[config.mk]
export PLATFORM = sky130hd
export DESIGN_NAME = lfsr_prng
export DESIGN_NICKNAME = d
export VERILOG_FILES = /design/src/rtl/lfsr_pkg.sv /design/src/rtl/lfsr_step.sv /design/src/rtl/lfsr_prng.sv
export SDC_FILE = /design/constraint.sdc
export NUM_CORES = 1
export LEC_CHECK = 0
export ABC_AREA = 1
export BUFFER_PORTS_ARGS = -buffer_cell sky130_fd_sc_hd__buf_2
export CAP_MARGIN = 20
export CORE_ASPECT_RATIO = 0.9
export CORE_MARGIN = 2
export CORE_UTILIZATION = 50
export CTS_BUF_LIST = sky130_fd_sc_hd__clkbuf_4
export CTS_CLUSTER_SIZE = 20
export DETAILED_ROUTE_END_ITERATION = 7
export HOLD_SLACK_MARGIN = 0.03
export PLACE_DENSITY_LB_ADDON = 0.15
export SYNTH_ARGS = -nofsm -noshare
export SYNTH_HDL_FRONTEND = slang
export SYNTH_SLANG_ARGS = --single-unit
[constraint.sdc]
create_clock -name clk -period 1.9 [get_ports clk]
set_input_delay 0.19 -clock clk [delete_from_list [all_inputs] [get_ports clk]]
set_output_delay 0.19 -clock clk [all_outputs]
set_load 0.02 [all_outputs]
[src/rtl/lfsr_pkg.sv]
// Shared definitions for the LFSR pseudo-random generator: the maximal-length
// tap table, the two-state FSM encoding and the single-shift reference function.
package lfsr_pkg;

  // state | meaning
  // PRIME | one bubble cycle after reset or load; rnd_valid low
  // RUN   | rnd holds a fresh word; rnd_valid high
  typedef enum logic {
    PRIME = 1'b0,
    RUN   = 1'b1
  } lfsr_state_e;

  localparam int unsigned MIN_W = 4;
  localparam int unsigned MAX_W = 32;

  // Maximal-length feedback masks for a Fibonacci left shift, indexed by width.
  // Bit k set means state bit k feeds the XOR that becomes the new LSB.
  // Entries below MIN_W are unused placeholders.
  localparam logic [31:0] MAX_TAPS [0:32] = '{
    32'h0000_0000,  // 0
    32'h0000_0000,  // 1
    32'h0000_0000,  // 2
    32'h0000_0000,  // 3
    32'h0000_000C,  // 4
    32'h0000_0014,  // 5
    32'h0000_0030,  // 6
    32'h0000_0060,  // 7
    32'h0000_00B8,  // 8
    32'h0000_0110,  // 9
    32'h0000_0240,  // 10
    32'h0000_0500,  // 11
    32'h0000_0829,  // 12
    32'h0000_100D,  // 13
    32'h0000_2015,  // 14
    32'h0000_6000,  // 15
    32'h0000_D008,  // 16
    32'h0001_2000,  // 17
    32'h0002_0400,  // 18
    32'h0004_0023,  // 19
    32'h0009_0000,  // 20
    32'h0014_0000,  // 21
    32'h0030_0000,  // 22
    32'h0042_0000,  // 23
    32'h00E1_0000,  // 24
    32'h0120_0000,  // 25
    32'h0200_0023,  // 26
    32'h0400_0013,  // 27
    32'h0900_0000,  // 28
    32'h1400_0000,  // 29
    32'h2000_0029,  // 30
    32'h4800_0000,  // 31
    32'h8020_0003   // 32
  };

  // One Fibonacci left shift on a 32-bit container. The caller keeps the low
  // N bits: the state above N is zero and taps above N are zero, so the
  // feedback is correct and the bit shifted into position N is simply dropped.
  function automatic logic [31:0] lfsr_next(input logic [31:0] state,
                                            input logic [31:0] taps);
    return {state[30:0], ^(state & taps)};
  endfunction

endpackage

[src/rtl/lfsr_step.sv]
// Combinational STEP-shift unroll of the LFSR, with a guard that replaces an
// all-zero result by all-ones so the generator can never lock up.
module lfsr_step
  import lfsr_pkg::*;
#(
  parameter int unsigned   N     = 16,
  parameter int unsigned   STEP  = 1,
  parameter logic [N-1:0]  TAPS  = lfsr_pkg::MAX_TAPS[N][N-1:0]
) (
  input  logic [N-1:0] state_i,
  output logic [N-1:0] state_o
);

  logic [N-1:0] acc;

  // Apply STEP single shifts back to back, then apply the zero-state guard.
  always_comb begin
    acc = state_i;
    for (int unsigned i = 0; i < STEP; i++) begin
      acc = N'(lfsr_next(32'(acc), 32'(TAPS)));
    end
    state_o = (acc == '0) ? '1 : acc;
  end

endmodule

[src/rtl/lfsr_prng.sv]
// LFSR pseudo-random word source with a valid/ready output, seed loading,
// zero-seed repair and a wrap pulse when the sequence returns to its start.
// Optional feature: define LFSR_PERIOD_CNT_EN to add the period_len output
// and its 32-bit accept counter.
module lfsr_prng
  import lfsr_pkg::*;
#(
  parameter int unsigned   N     = 16,
  parameter int unsigned   STEP  = 1,
  parameter logic [N-1:0]  TAPS  = lfsr_pkg::MAX_TAPS[N][N-1:0]
) (
  input  logic         clk,
  input  logic         rst,
  input  logic         load,
  input  logic [N-1:0] seed,
  input  logic         rnd_ready,
  output logic         rnd_valid,
  output logic [N-1:0] rnd,
  output logic         wrap,
  output logic         seed_fixed
`ifdef LFSR_PERIOD_CNT_EN
  ,
  output logic [31:0]  period_len
`endif
);

  lfsr_state_e  fsm_q, fsm_d;
  logic [N-1:0] state_q, state_d;
  logic [N-1:0] start_q, start_d;
  logic         wrap_q, wrap_d;
  logic         seed_fixed_q, seed_fixed_d;
  logic [N-1:0] step_out;
  logic         accept;
  logic         seed_zero;
  logic         hit_start;

`ifdef LFSR_PERIOD_CNT_EN
  logic [31:0]  cnt_q, cnt_d;
  logic [31:0]  period_q, period_d;
`endif

  lfsr_step #(
    .N    (N),
    .STEP (STEP),
    .TAPS (TAPS)
  ) u_step (
    .state_i (state_q),
    .state_o (step_out)
  );

  // Handshake decode; load always takes priority over an accept.
  always_comb begin
    accept    = (fsm_q == RUN) && rnd_ready && !load;
    seed_zero = (seed == '0);
    hit_start = (step_out == start_q);
  end

  // Next-state for the FSM, the LFSR state, the start register and the pulses.
  always_comb begin
    fsm_d        = fsm_q;
    state_d      = state_q;
    start_d      = start_q;
    wrap_d       = 1'b0;
    seed_fixed_d = 1'b0;
    if (load) begin
      state_d      = seed_zero ? '1 : seed;
      start_d      = seed_zero ? '1 : seed;
      seed_fixed_d = seed_zero;
      fsm_d        = PRIME;
    end else begin
      unique case (fsm_q)
        PRIME: fsm_d = RUN;
        RUN: begin
          if (accept) begin
            state_d = step_out;
            wrap_d  = hit_start;
          end
        end
        default: fsm_d = PRIME;
      endcase
    end
  end

  // Core registers; reset lands on the all-ones state with a priming bubble.
  always_ff @(posedge clk or posedge rst) begin
    if (rst) begin
      fsm_q        <= PRIME;
      state_q      <= '1;
      start_q      <= '1;
      wrap_q       <= 1'b0;
      seed_fixed_q <= 1'b0;
    end else begin
      fsm_q        <= fsm_d;
      state_q      <= state_d;
      start_q      <= start_d;
      wrap_q       <= wrap_d;
      seed_fixed_q <= seed_fixed_d;
    end
  end

`ifdef LFSR_PERIOD_CNT_EN
  // Count accepts since the last wrap or load; publish count+1 on each wrap.
  always_comb begin
    cnt_d    = cnt_q;
    period_d = period_q;
    if (load) begin
      cnt_d = '0;
    end else if (accept) begin
      if (hit_start) begin
        period_d = (cnt_q == 32'hFFFF_FFFF) ? 32'hFFFF_FFFF : cnt_q + 32'd1;
        cnt_d    = '0;
      end else begin
        cnt_d = (cnt_q == 32'hFFFF_FFFF) ? 32'hFFFF_FFFF : cnt_q + 32'd1;
      end
    end
  end

  // Period counter registers.
  always_ff @(posedge clk or posedge rst) begin
    if (rst) begin
      cnt_q    <= '0;
      period_q <= '0;
    end else begin
      cnt_q    <= cnt_d;
      period_q <= period_d;
    end
  end

  assign period_len = period_q;
`endif

  // All outputs come straight from registers.
  assign rnd        = state_q;
  assign rnd_valid  = (fsm_q == RUN);
  assign wrap       = wrap_q;
  assign seed_fixed = seed_fixed_q;

endmodule
==> impl_metrics.json, run 1 <==
{
  "reg2reg_from": "rnd[14]$_DFFE_PP1P_",
  "crit_cells": 16,
  "grt_pass1_vias": 2073,
  "synth_area_leader_cell": "dfstp_2",
  "rows": 22,
  "synth_top_area_frac": 0.3827,
  "numCtsBuffers": 5,
  "hold_violations": 0,
  "setup_viol": 1,
  "clock_latency_ns": 0.35,
  "clock.fmax_ghz": 0.5128,
  "clk_pin_slew_ns": 0.11,
  "clock_path_buffers": 2,
  "grt_setup_unrepaired": "yes",
  "drive_above_1_share": 0.3767,
  "max_stage_delay_ns": 0.60,
  "antennaDiodeCount": 0,
  "final_nets": 381,
  "worstHoldPathType": "in -> reg",
  "synth_warnings": 0,
  "pwr-share-seq": 0.459,
  "fin_crit_sh": 1.026,
  "violations": "negative setup slack",
  "layout_min_cycle_time_ns": 1.950,
  "syn_inst": 303,
  "cap_viol_max_count": 0,
  "ys_seq_area_frac": 0.4169,
  "fill_cells": 342,
  "grt_pass1_wl_um": 10030,
  "totalWireLength_um": 6669,
  "cp_max_fo": 6,
  "status": "finished with violations",
  "worst-r2r-cell-count": 16,
  "finalMaxSlewViolations": 0,
  "synthesis.area_um2": 2197,
  "antenna_found_initial": 0,
  "fin_ws_ns": -0.05009,
  "cp_top_family": "simple AND/OR/NAND/NOR gates",
  "power.density_nw_per_um2": 744.8,
  "switching_power_uw": 791.5,
  "switching_share": 0.3840,
  "fin_hold_ws_ns": 0.09492,
  "cp-end-kind": "flop",
  "worstPathArrival_ns": 2.24,
  "area_delta_synth_final_pct": 25.97,
  "worstSetupStartpoint": "rnd[14]$_DFFE_PP1P_",
  "crit_chain": "buf_4, nor2_1, nand2_1, inv_1, nand2_2, nor2_4, buf_4, nand2_8, nand2_4, nand2_2, nand2_1, inv_1, nand2_1, nor2_1, nand2_1, nor2_1",
  "top_layer": "met4",
  "drt_iter0_markers": 241,
  "synthTopCellsByArea": "dfstp_2 (38%), nand2_1 (14%), inv_1 (8.9%)",
  "dp_hpwl_um": 4383,
  "yosys.cell_types.count": 28,
  "die_area_um2": 4941,
  "place_congestion": 0.9028,
  "wl_met3_um": 577,
  "h-tree-depth": 2,
  "final_core_util": 0.6659,
  "total_leakage_power_nw": 1.428,
  "vias_per_cell": 5.511,
  "die_h_um": 66.89,
  "r2r-end": "wrap$_DFF_PP0_",
  "core_um2": 4156,
  "grt_overflow": 0,
  "combPwrFrac": 0.348,
  "io_buffers": 38,
  "multi_input_area_um2": 1152,
  "ys_seq_elements": 35,
  "drc": 0,
  "grt_start_max_net_pins": 36,
  "routed-via-count": 2320,
  "worst_path_most_repeated_cell": "nand2_1",
  "syn-num-nets": 323,
  "initial_utilization": 0.5286,
  "m1WireLength_um": 2896,
  "seqCellArea_um2": 915.9,
  "path_class": "reg -> reg",
  "ant_nets": 0,
  "p_clk_frac": 0.192,
  "endpoint": "wrap$_DFF_PP0_",
  "max_slew.worst_pin.slew_ns": 0.5446,
  "gr-usage-all-layers": 0.2728,
  "io_pins": 39,
  "cp.buffers_inverters": 4,
  "finalPower_mw": 2.061,
  "drt_first_pass_iters": 5,
  "crit_required_ns": 2.19,
  "p_int_mw": 1.270,
  "fp.dieW_um": 73.88,
  "wl_per_cell_um": 15.84,
  "cts_tree": "yes",
  "avgSynthCellArea_um2": 7.251,
  "wl_met2_um": 2989,
  "r2r_slack_ns": -0.05,
  "cts_sinks": 35,
  "slew_headroom": 0.6356,
  "root_buffer": "clkbuf_4",
  "finalClockSkew_ns": 0.008721,
  "ir_drop_mv": 0.4634,
  "critPathSlowestCell": "dfstp_2",
  "startpoint_type": "flop"
}
-- cells by family (layout without fill, tap and decap cells) --
kind of cell           count (synthesis)  count (layout)  synth area share
DFF                                   35              35            0.4169
AOI/OAI and AO/OA                     50              50            0.1469
and+or+nand+nor                      151             155            0.3098
buffers and inverters                 67             121            0.1264
-- repair_timing --
item,CTS,global route
resized for setup,2,29
hold endpoints to repair,3,0
gates cloned,1,3
pin swaps,0,17
endpoints found under the setup margin,1,2
buffers inserted,0,7
hold buffers,1,0
-- worst min path at each step --
stage               slack [ns]  depth (start not counted)                endpoint  startpoint
global placement          0.31                          3     rnd_valid$_DFF_PP0_         rst
CTS                       0.09                          3      rnd[2]$_DFFE_PP1P_     seed[2]
global route              0.12                          3  start_q[8]$_DFFE_PP1P_     seed[8]
finish                    0.09                          3      rnd[1]$_DFFE_PP1P_     seed[1]
floorplan                 0.32                          1     rnd_valid$_DFF_PP0_         rst
detailed placement        0.31                          3     rnd_valid$_DFF_PP0_         rst
-- registers in the layout (all words and copies together) (netlist names) --
signal      flops
wrap            1
rnd_valid       1
rnd            16
seed_fixed      1
start_q        16
-- metrics by stage --
stage          worst slack (ns)  cells  setup TNS [ns]  area [um2]
3_5_place_dp           -0.06150    402        -0.06150        2481
6_report               -0.05009    421        -0.05009        2768
2_1_floorplan            0.1711    303               0        2197
3_3_place_gp           -0.02501    402        -0.02501        2481
5_1_grt                 -0.1484    421         -0.1484        2768
4_1_cts                 0.01588    411               0        2560
-- power by group through the flow --
stage | registers, mW | logic [mW] | clock network, mW
after floorplan | 0.992 | 0.342 | 0
after global placement | 0.954 | 0.570 | 0
after detailed placement | 0.956 | 0.573 | 0
after CTS | 0.944 | 0.589 | 0.401
after global routing | 0.957 | 0.785 | 0.422
final | 0.947 | 0.718 | 0.396
-- placed cells by master (no fill, tap or decap), types with 2 or more instances in the layout --
cell | synthesis | final
nand2_1 | 82 | 73
a41oi_1 | 5 | 5
buf_2 | 2 | 38
dfrtp_1 | 3 | 3
inv_1 | 52 | 51
nand2_4 | 3 | 5
nand2_8 | 0 | 4
a22oi_1 | 4 | 4
dfstp_2 | 32 | 32
o21ai_0 | 17 | 14
nand3_2 | 6 | 8
o211ai_1 | 9 | 9
nand4_1 | 2 | 2
clkbuf_4 | 0 | 5
buf_4 | 0 | 15
nor2_1 | 32 | 29
nand3_1 | 16 | 14
buf_12 | 1 | 2
o21bai_1 | 6 | 6
nor2_4 | 1 | 4
o21ai_1 | 0 | 2
inv_2 | 4 | 5
clkinv_1 | 1 | 2
nand2_2 | 6 | 13
a21oi_1 | 7 | 7
-- metal layers --
layer	up-vias	global-route usage
met3	30	0.05295
li1	1069	-
met4	0	0.09773
met2	140	0.3984
met5	-	0
met1	1081	0.3972
-- synth_stat cells --
cell / instances
inv_1: 52
nand2_2: 6
o21bai_1: 6
dfrtp_1: 3
nand3_1: 16
dfstp_2: 32
a21oi_1: 7
buf_6: 1
nor2_2: 1
a22oi_1: 4
buf_2: 2
clkinv_1: 1
nand3_2: 6
buf_12: 1
nor2_4: 1
nand4_1: 2
clkbuf_1: 6
nor3_1: 1
inv_2: 4
a21oi_2: 1
nand2_1: 82
nor2_1: 32
o211ai_1: 9
a21o_1: 1
nand2_4: 3
a41oi_1: 5
o21ai_0: 17
nor4_1: 1
-- worst reg2reg max path, stage by stage, from the launching register on --
cell     delay (ns)
dfstp_2        0.60
buf_4          0.12
nor2_1         0.03
nand2_1        0.09
inv_1          0.06
nand2_2        0.09
nor2_4         0.06
buf_4          0.15
nand2_8        0.09
nand2_4        0.05
nand2_2        0.07
nand2_1        0.05
inv_1          0.04
nand2_1        0.06
nor2_1         0.16
nand2_1        0.07
nor2_1         0.10
-- final cells by class --
type                       instances  share of cell area
timing repair buffer              57              0.1316
inverter                          57             0.07731
multi-input combinational        205              0.4164
clock buffer                       5             0.01356
sequential                        35              0.3309
tap                               60             0.02712
clock inverter                     2            0.003165
No activity file was read; power rests on OpenSTA's default activity.
==> inputs of run 2 (changes only) <==
--- a/config.mk
+++ b/config.mk
@@ -15,7 +15,9 @@
 export CTS_CLUSTER_SIZE = 20
 export DETAILED_ROUTE_END_ITERATION = 7
 export HOLD_SLACK_MARGIN = 0.03
+export MAX_ROUTING_LAYER = met4
 export PLACE_DENSITY_LB_ADDON = 0.15
+export REMOVE_ABC_BUFFERS = 1
 export SYNTH_ARGS = -nofsm -noshare
 export SYNTH_HDL_FRONTEND = slang
 export SYNTH_SLANG_ARGS = --single-unit
==> run 2 against run 1 <==
The flow now finishes without violations. Via count fell by 6.5%. Routed wire length fell by 13%. Sequential share of layout area rose by 1.3 points. Clock power fell by 4%. Critical endpoint unchanged. Cell count rose by 0.24%. Die area did not move.
==> impl_metrics.json, run 2 (same netlist as run 1, synthesis figures left out) <==
{
  "grt_pass1_wl_um": 9218,
  "switching_share": 0.3617,
  "vias_per_cell": 5.142,
  "max_stage_delay_ns": 0.57,
  "routed-via-count": 2170,
  "drive_above_1_share": 0.3508,
  "path_class": "reg -> reg",
  "holdCritStartpoint": "seed[2]",
  "hold_violations": 0,
  "p_clk_frac": 0.195,
  "status": "finished clean",
  "combPwrFrac": 0.320,
  "grt_overflow": 0,
  "antenna_found_initial": 0,
  "pwr-share-seq": 0.485,
  "power.density_nw_per_um2": 728.5,
  "root_buffer": "clkbuf_4",
  "mostFrequentLayoutCells": "nand2_1 (79), inv_1 (51), buf_2 (38), dfstp_2 (32), nor2_1 (30)",
  "io_pins": 39,
  "drt_iter0_markers": 224,
  "r2r-end": "wrap$_DFF_PP0_",
  "die_h_um": 66.89,
  "final_common_cell": "nand2_1",
  "switching_power_uw": 702.0,
  "finalMaxSlewViolations": 0,
  "ir_drop_mv": 0.4954,
  "layout_min_cycle_time_ns": 1.824,
  "fin_crit_sh": 0.9598,
  "wl_per_cell_um": 13.71,
  "worst-r2r-cell-count": 15,
  "drc": 0,
  "total_leakage_power_nw": 1.428,
  "crit_required_ns": 2.18,
  "p_int_mw": 1.239,
  "crit_chain": "inv_2, nand2_2, nand2_2, nand2_2, inv_2, nor2_4, nand2_4, buf_4, nand3_1, nand2_1, inv_1, nand2_1, nor2_1, nand2_1, nor2_1",
  "h-tree-depth": 2,
  "clock.fmax_ghz": 0.5484,
  "cts_tree": "yes",
  "cp.buffers_inverters": 4,
  "critPathSlowestCell": "dfstp_2",
  "gr-usage-all-layers": 0.2588,
  "core_um2": 4156,
  "clock_latency_ns": 0.34,
  "worstSetupStartpoint": "rnd[14]$_DFFE_PP1P_",
  "worstPathArrival_ns": 2.11,
  "ant_nets": 0,
  "cp_max_fo": 5,
  "worstHoldEndpoint": "rnd[2]$_DFFE_PP1P_",
  "grt_pass1_vias": 1907,
  "cp_top_family": "simple AND/OR/NAND/NOR gates",
  "max_slew.worst_pin.slew_ns": 0.4954,
  "area_delta_synth_final_pct": 21.24,
  "initial_utilization": 0.5286,
  "antennaDiodeCount": 0,
  "grt_setup_unrepaired": "yes",
  "fp.dieW_um": 73.88,
  "rows": 22,
  "io_buffers": 38,
  "place_congestion": 0.9299,
  "drt_first_pass_iters": 4,
  "grt_start_max_net_pins": 36,
  "final_nets": 382,
  "final_core_util": 0.6409,
  "startpoint_type": "flop",
  "clock_path_buffers": 2,
  "totalWireLength_um": 5784,
  "r2r_slack_ns": 0.08,
  "clk_pin_slew_ns": 0.11,
  "min_path_cells": 3,
  "cap_viol_max_count": 0,
  "finalClockSkew_ns": 0.01193,
  "dp_hpwl_um": 4235,
  "crit_cells": 15,
  "reg2reg_from": "rnd[14]$_DFFE_PP1P_",
  "slew_headroom": 0.6697,
  "cts_sinks": 35,
  "cp-end-kind": "flop",
  "setup_viol": 0,
  "numCtsBuffers": 5,
  "die_area_um2": 4941,
  "worstHoldPathType": "in -> reg",
  "fin_hold_ws_ns": 0.1053
}
-- run 2: cell count changes in the layout (fill, tap and decap cells not counted), sizes merged --
cell and change:
nand2 -2, buf +3
-- run 2: final cells by class --
class                      count  area, um2
timing repair buffer          60      369.1
clock inverter                 2      8.758
fill                         369       1493
tap                           60      75.07
inverter                      57      214.0
sequential                    35      915.9
multi-input combinational    203       1044
clock buffer                   5      37.54
-- run 2: worst max path at each step --
| stage | to | slack (ns) |
|---|---|---|
| 6_report | wrap$_DFF_PP0_ | 0.08 |
| 4_1_cts | wrap$_DFF_PP0_ | 0.02 |
| 3_5_place_dp | wrap$_DFF_PP0_ | 0.05 |
| 3_3_place_gp | wrap$_DFF_PP0_ | 0.04 |
| 2_1_floorplan | wrap$_DFF_PP0_ | 0.09 |
| 5_1_grt | wrap$_DFF_PP0_ | -0.07 |
-- run 2: power by group through the flow --
stage | clock, mW | sequential (mW) | combinational, mW
5_1_grt | 0.427 | 0.949 | 0.695
3_5_place_dp | 0 | 0.954 | 0.572
3_3_place_gp | 0 | 0.952 | 0.569
4_1_cts | 0.383 | 0.943 | 0.577
2_1_floorplan | 0 | 0.992 | 0.332
6_report | 0.379 | 0.941 | 0.621
-- run 2: worst register-to-register path, stage by stage, from the launching register on --
cell and delay, ns:
dfstp_2 0.57, inv_2 0.04, nand2_2 0.05, nand2_2 0.07, nand2_2 0.09, inv_2 0.05
nor2_4 0.21, nand2_4 0.11, buf_4 0.14, nand3_1 0.06, nand2_1 0.05, inv_1 0.05
nand2_1 0.04, nor2_1 0.09, nand2_1 0.06, nor2_1 0.10
-- run 2: through the flow --
step | setup WS (ns) | instances | power, mW | cell area [um2] | TNS [ns]
detailed placement | 0.05021 | 407 | 1.527 | 2519 | 0
global route | -0.06912 | 422 | 2.072 | 2664 | -0.06912
global placement | 0.03561 | 407 | 1.521 | 2519 | 0
CTS | 0.02235 | 415 | 1.903 | 2575 | 0
finish | 0.07641 | 422 | 1.941 | 2664 | 0
floorplan | 0.09161 | 293 | 1.324 | 2133 | 0
-- run 2: layer usage --
layer	global-route usage	vias up	wire, um
met3	0.04085	5	367
met4	0.06136	0	44
met5	-	-	0
met1	0.3584	1014	2702
li1	-	1078	-
met2	0.3984	73	2669
-- run 2: timing repair --
action                                  4_1_cts  5_1_grt
hold buffers                                  1        0
endpoints found under the hold margin         3        0
gates resized for setup                       0       14
endpoints found under the setup margin        0        2
setup buffers                                 0        5
